File: src/rtl/sync_sp_ram_arb_pkg.sv
// Shared types and widths for the two-port RAM arbiter.
package sync_sp_ram_arb_pkg;

  localparam int unsigned NUM_PORTS      = 2;
  localparam int unsigned DATA_WIDTH     = 64;
  localparam int unsigned BE_WIDTH       = 8;
  // Widest RAM address the request payload can carry.
  localparam int unsigned ADDR_MAX_WIDTH = 32;

  typedef enum logic {
    INIT,
    RUN
  } arb_state_e;

  typedef struct packed {
    logic                      we;
    logic [BE_WIDTH-1:0]       ben;
    logic [DATA_WIDTH-1:0]     wdata;
    logic [ADDR_MAX_WIDTH-1:0] addr;
  } ram_req_t;

endpackage

File: src/rtl/sync_sp_ram_arb_rr_arb2.sv
// Two-input round-robin grant with a priority pointer that flips to the
// other port after every accepted request.
module rr_arb2 (
  input  logic       clk,
  input  logic       rst,
  input  logic       en,
  input  logic [1:0] req,
  output logic [1:0] gnt
);

  logic prio;

  // Combinational grant: lone requester wins, ties go to the pointer.
  always_comb begin
    gnt = 2'b00;
    if (en) begin
      case (req)
        2'b01:   gnt = 2'b01;
        2'b10:   gnt = 2'b10;
        2'b11:   gnt = prio ? 2'b10 : 2'b01;
        default: gnt = 2'b00;
      endcase
    end
  end

  // Pointer moves to the port that did not just win; holds when idle.
  always_ff @(posedge clk) begin
    if (rst) begin
      prio <= 1'b0;
    end else if (|gnt) begin
      prio <= gnt[0];
    end
  end

endmodule

File: src/rtl/sync_sp_ram_arb.sv
// Round-robin sequencer for a single-port byte-enabled 64-bit RAM.
// Define SYNC_SP_RAM_ARB_INIT_EN to zero-fill the RAM after reset before
// any request is granted.
module sync_sp_ram_arb
  import sync_sp_ram_arb_pkg::*;
#(
  parameter int unsigned ADDR_WIDTH = 10,
  parameter int unsigned DATA_DEPTH = 1024,
  parameter int unsigned OUT_REGS   = 0
) (
  input  logic                                   Clk_CI,
  input  logic                                   Rst_SI,
  input  logic [NUM_PORTS-1:0]                   Req_SI,
  input  logic [NUM_PORTS-1:0]                   We_SI,
  input  logic [NUM_PORTS-1:0][BE_WIDTH-1:0]     BEn_DI,
  input  logic [NUM_PORTS-1:0][DATA_WIDTH-1:0]   WData_DI,
  input  logic [NUM_PORTS-1:0][ADDR_WIDTH-1:0]   Addr_DI,
  output logic [NUM_PORTS-1:0]                   Gnt_SO,
  output logic [NUM_PORTS-1:0]                   RValid_SO,
  output logic [DATA_WIDTH-1:0]                  RData_DO,
  output logic                                   InitDone_SO,
  output logic                                   RamCSel_SO,
  output logic                                   RamWrEn_SO,
  output logic [BE_WIDTH-1:0]                    RamBEn_SO,
  output logic [DATA_WIDTH-1:0]                  RamWrData_DO,
  output logic [ADDR_WIDTH-1:0]                  RamAddr_DO,
  input  logic [DATA_WIDTH-1:0]                  RamRdData_DI
);

  localparam int unsigned LAT = 1 + OUT_REGS;

  if (64'(DATA_DEPTH) > (64'(1) << ADDR_WIDTH)) begin : g_depth_chk
    $error("DATA_DEPTH exceeds the address range");
  end

  ram_req_t                 reqs [NUM_PORTS];
  ram_req_t                 sel;
  logic [NUM_PORTS-1:0]     gnt;
  logic                     run;
  logic                     init_act;
  logic [ADDR_WIDTH-1:0]    init_addr;
  logic [LAT-1:0]           pipe_vld;
  logic [LAT-1:0]           pipe_port;
  logic                     unused_addr_hi;

`ifdef SYNC_SP_RAM_ARB_INIT_EN
  arb_state_e            state, state_next;
  logic [ADDR_WIDTH-1:0] cnt, cnt_next;
  logic                  init_wr;

  // State and sweep-counter register; reset restarts the sweep at 0.
  always_ff @(posedge Clk_CI) begin
    if (Rst_SI) begin
      state <= INIT;
      cnt   <= '0;
    end else begin
      state <= state_next;
      cnt   <= cnt_next;
    end
  end

  // Sweep one word per cycle, then hand over to arbitration.
  always_comb begin
    state_next = state;
    cnt_next   = cnt;
    init_wr    = 1'b0;
    case (state)
      INIT: begin
        init_wr = 1'b1;
        if (cnt == ADDR_WIDTH'(DATA_DEPTH - 1)) begin
          state_next = RUN;
        end else begin
          cnt_next = cnt + 1'b1;
        end
      end
      RUN:     state_next = RUN;
      default: state_next = INIT;
    endcase
  end

  assign run         = (state == RUN);
  assign init_act    = init_wr & ~Rst_SI;
  assign init_addr   = cnt;
  assign InitDone_SO = run;
`else
  assign run         = 1'b1;
  assign init_act    = 1'b0;
  assign init_addr   = '0;
  assign InitDone_SO = 1'b1;
`endif

  // Pack each port's payload into the shared request type.
  always_comb begin
    for (int i = 0; i < NUM_PORTS; i++) begin
      reqs[i] = '{we:    We_SI[i],
                  ben:   BEn_DI[i],
                  wdata: WData_DI[i],
                  addr:  ADDR_MAX_WIDTH'(Addr_DI[i])};
    end
  end

  rr_arb2 u_rr_arb2 (
    .clk (Clk_CI),
    .rst (Rst_SI),
    .en  (run & ~Rst_SI),
    .req (Req_SI),
    .gnt (gnt)
  );

  assign Gnt_SO = gnt;
  assign sel    = gnt[1] ? reqs[1] : reqs[0];
  assign unused_addr_hi = ^(sel.addr >> ADDR_WIDTH);

  // RAM port drive: init sweep, granted request, or all-zero idle.
  always_comb begin
    RamCSel_SO   = 1'b0;
    RamWrEn_SO   = 1'b0;
    RamBEn_SO    = '0;
    RamWrData_DO = '0;
    RamAddr_DO   = '0;
    if (init_act) begin
      RamCSel_SO = 1'b1;
      RamWrEn_SO = 1'b1;
      RamBEn_SO  = '1;
      RamAddr_DO = init_addr;
    end else if (|(Req_SI & gnt)) begin
      RamCSel_SO   = 1'b1;
      RamWrEn_SO   = sel.we;
      RamBEn_SO    = sel.ben;
      RamWrData_DO = sel.wdata;
      RamAddr_DO   = ADDR_WIDTH'(sel.addr);
    end
  end

  // Read-return tracker matching the RAM read latency.
  always_ff @(posedge Clk_CI) begin
    if (Rst_SI) begin
      pipe_vld  <= '0;
      pipe_port <= '0;
    end else begin
      pipe_vld[0]  <= (|(Req_SI & gnt)) & ~sel.we;
      pipe_port[0] <= gnt[1];
      for (int i = 1; i < LAT; i++) begin
        pipe_vld[i]  <= pipe_vld[i-1];
        pipe_port[i] <= pipe_port[i-1];
      end
    end
  end

  // Responses still in flight when reset arrives are suppressed.
  assign RValid_SO = (pipe_vld[LAT-1] & ~Rst_SI)
                   ? (pipe_port[LAT-1] ? 2'b10 : 2'b01) : 2'b00;
  assign RData_DO  = RamRdData_DI;

endmodule

File: config.mk
export PLATFORM = sky130hd
export DESIGN_NAME = sync_sp_ram_arb
export DESIGN_NICKNAME = d
export VERILOG_FILES = /design/src/rtl/sync_sp_ram_arb_pkg.sv /design/src/rtl/sync_sp_ram_arb_rr_arb2.sv /design/src/rtl/sync_sp_ram_arb.sv
export SDC_FILE = /design/constraint.sdc
export NUM_CORES = 1
export LEC_CHECK = 0
export ABC_CLOCK_PERIOD_IN_PS = 1550
export BUFFER_PORTS_ARGS = -buffer_cell sky130_fd_sc_hd__buf_2
export CORE_AREA = 2 2 151 153
export CTS_BUF_LIST = sky130_fd_sc_hd__clkbuf_4 sky130_fd_sc_hd__clkbuf_8
export CTS_CLUSTER_SIZE = 8
export DETAILED_ROUTE_END_ITERATION = 10
export DIE_AREA = 0 0 153 155
export PLACE_DENSITY_LB_ADDON = 0.05
export RECOVER_POWER = 50
export SLEW_MARGIN = 10
export SYNTH_ARGS = -nofsm -noshare
export SYNTH_HDL_FRONTEND = slang
export SYNTH_SLANG_ARGS = --single-unit
File: constraint.sdc
create_clock -name Clk_CI -period 1.55 [get_ports Clk_CI]
set_input_delay 0.155 -clock Clk_CI [delete_from_list [all_inputs] [get_ports Clk_CI]]
set_output_delay 0.155 -clock Clk_CI [all_outputs]
set_load 0.01 [all_outputs]
==> results.yml <==
outcome:
  outcome: "finished, violations left"
  violations: "negative setup slack"
synthesis:
  synthMuxAreaShare_pct: 0
  yosysSeqAreaShare_pct: 3.19
  synth_simple_gate_area_share_pct: 19.8
  async_flop_share_pct: 0
  synth_edf_count: 0
  syn_nets: 522
  yosysUniqueCellTypes: 16
  ys_ff_latch: 3
  synth_ff_type: "dfxtp_1"
  synth_top_cell_area_share_pct: 38.7
  synth_top_area_cell: "a32oi_1"
  syn_inst: 288
  synth_top_family_by_area: "compound AO/OA/AOI/OAI gates"
  syn_avg_cell_area_um2: 6.53
  synth_common_cells: "88 x nor2_1, 83 x a32oi_1, 67 x buf_4, 17 x clkbuf_1, 14 x buf_2"
  synthesis.area_um2: 1880
  synth_xor_area_share_pct: 0
  yosysMostFrequentCell: "nor2_1"
  synth_compound_area_share_pct: 39.9
  yosysWarnings: 0
  synthTopCellsByArea: "a32oi_1 39%, buf_4 27%, nor2_1 18%"
  synth_fa_ha_area_share_pct: 0
detailed_routing:
  post_drt_wl_per_cell_um: 16.2
  viasPerCell: 3.92
  drtPass1Iterations: 4
  postRouteAntennaNets: 0
  vias: 2954
  drt-total-wl_um: 12200
  first_iter_violations: 111
  drc: 0
floorplanning:
  chipHeight_um: 155
  die-area_um2: 23700
  coreArea_um2: 22200
  rows: 55
  start_util_pct: 8.46
  pin_count: 387
  die_width_um: 153
power:
  p_int_uw: 771
  p_sw_uw: 583
  p_sw_share_pct: 43.0
  p_per_area_nw_per_um2: 401
  p_clk_share_pct: 18.3
  p_leak_uw: 0.00168
  seq_power_share_pct: 6.4
  irDropWorstVdd_mv: 0.150
  power_uw: 1350
  pwr-share-comb_pct: 75.3
grt:
  grt-ovfl-total: 0
  antenna_found_initial: 2
  grt_max_degree: 48
  grt_pass1_vias: 2807
  grt_util_all_layers_pct: 8.54
  grt_pass1_wl_um: 16200
final_layout:
  area_growth_pct: 79.5
  final_cells: 754
  stdcell_area_um2: 3380
  num-nets-final: 702
  fin_util_pct: 15.2
  final_layout_size_suffix_gt1_share_pct: 64.0
critical_path:
  endpoint_kind: "output port"
  crit_fanout: 7
  r2r_end: "pipe_vld$_SDFF_PP0_"
  max_stage_delay_ps: 350
  arrival_ps: 1450
  critPathRequiredTime_ps: 1390
  cp_num_buf_inv: 3
  crit_type: "reg -> out"
  cp-start-kind: "register"
  regToRegStartpoint: "u_rr_arb2.prio$_SDFFE_PP0P_"
  cp_cell_sequence: "nand2b_4 -> buf_6 -> clkbuf_16 -> a32oi_1 -> nor2_1 -> buf_2"
  ff2ff_setup_slack_ps: 380
  slowest_stage: "dfxtp_4"
  rr_worst_depth: 4
  worstSetupStartpoint: "u_rr_arb2.prio$_SDFFE_PP0P_"
  critical_path.top_delay_family: "buffers and inverters"
hold_path:
  worstHoldStart: "We_SI[1]"
  hold_class: "in -> reg"
  hold_end: "pipe_vld$_SDFF_PP0_"
  min_path_cells: 2
flow_run:
  drv_cap: 0
cts:
  numClockSinks: 3
  cts-buffers-inserted: 3
  h-tree-depth: 1
  root_buffer: "clkbuf_8"
  cts_tree: "done"
  clk_pin_slew_worst_paths_ps: 40
  clockBufferDepth: 2
  clock_latency_ps: 220
timing:
  finalMaxSlewViolations: 0
  finalSetupTns_ps: -1260
  fmax_ghz: 0.623
  finClkSkew_ps: 6.66
  worst_slack_ps: -55.5
  fin_crit_ps: 1610
  setup_viol: 46
  hold_violations: 0
  max_slew.worst_pin.slew_ps: 519
  grt_setup_unrepaired: "true"
  relSlewSlack_pct: 65.4
  fin_crit_sh_pct: 104
placed_design:
  portBuffers: 257
  hpwl_um: 8230
  dp.cells: 737
  place_congestion: 0.694
  post_dp_cell_area_um2: 3010
==> metal layers <==
metal	track usage (%)	vias up	part of all wire, %
met2	15.7	169	50
met1	9.58	1384	39
met5	0	-	0
met3	2.79	24	9.0
li1	-	1377	-
met4	2.07	0	1.3
==> final cells by class <==
cell class | instances | area [µm²]
flip-flops and latches | 3 | 63.8
fillers | 2583 | 18900
clock buffers | 4 | 48.8
diodes | 2 | 5.00
multi-input cells | 182 | 1240
repair buffers | 278 | 1660
well taps | 285 | 357
==> timing repair <==
action,4_1_cts,5_1_grt
cloned,1,5
hold buffers,0,0
pin swaps,14,29
endpoints found under the setup margin,77,83
buffers inserted,3,3
resized for setup,3,18
==> metrics by stage <==
step | hold slack [ps] | worst slack (ps)
2_1_floorplan | 256 | 298
5_1_grt | 151 | -137
3_3_place_gp | 310 | 86.3
3_5_place_dp | 310 | 61.8
4_1_cts | 158 | -57.5
6_report | 161 | -55.5
==> registers in the layout (all words and copies together), names as in the netlist <==
name            count
u_rr_arb2.prio      1
pipe_vld            1
pipe_port           1
==> how the worst max path moves through the flow <==
stage | slack (ps) | depth (start not counted) | endpoint
final | -60 | 6 | RamWrData_DO[18]
after global placement | 90 | 5 | RamWrData_DO[41]
after floorplan | 300 | 5 | RamWrData_DO[10]
after global routing | -140 | 6 | RamWrData_DO[20]
after CTS | -60 | 6 | RamWrData_DO[11]
after detailed placement | 60 | 5 | RamWrData_DO[41]
==> power groups by stage <==
| stage | Clock (µW) | Combinational, µW | Sequential [µW] |
|---|---|---|---|
| 2_1_floorplan | 0 | 604 | 86.0 |
| 3_3_place_gp | 0 | 908 | 87.3 |
| 3_5_place_dp | 0 | 896 | 87.6 |
| 4_1_cts | 263 | 924 | 86.8 |
| 5_1_grt | 274 | 1120 | 87.1 |
| 6_report | 248 | 1020 | 86.3 |
==> cell usage in the layout (no fill, tap or decap) <==
cell and n:
nand2b_1 1, clkbuf_4 1, nand2_2 1, diode_2 2
a21oi_1 1, buf_12 7, buf_2 256, clkbuf_8 3
dfxtp_1 2, buf_4 6, nor2b_1 1, o31ai_1 1
nand2b_4 1, a21boi_4 1, and3b_1 1, dfxtp_4 1
buf_16 2, clkbuf_16 4, buf_6 2, buf_8 1
conb_1 1, nor2_1 88, nand2_1 1, a32oi_1 70
a32oi_2 13, nor3b_1 1
==> cells by family after synthesis <==
| kind of cell | Yosys count |
|---|---|
| other | 1 |
| AO/OA/AOI/OAI | 86 |
| AND/OR/NAND/NOR | 95 |
| buffers and inverters | 103 |
| flip-flops | 3 |
==> worst reg2reg max path, cell delays in order, from the launching register on <==
cell and delay, ps:
dfxtp_4 350, nand2b_4 180, buf_12 190, nand2_2 90, o31ai_1 240
No activity file was read; power rests on OpenSTA's default activity.
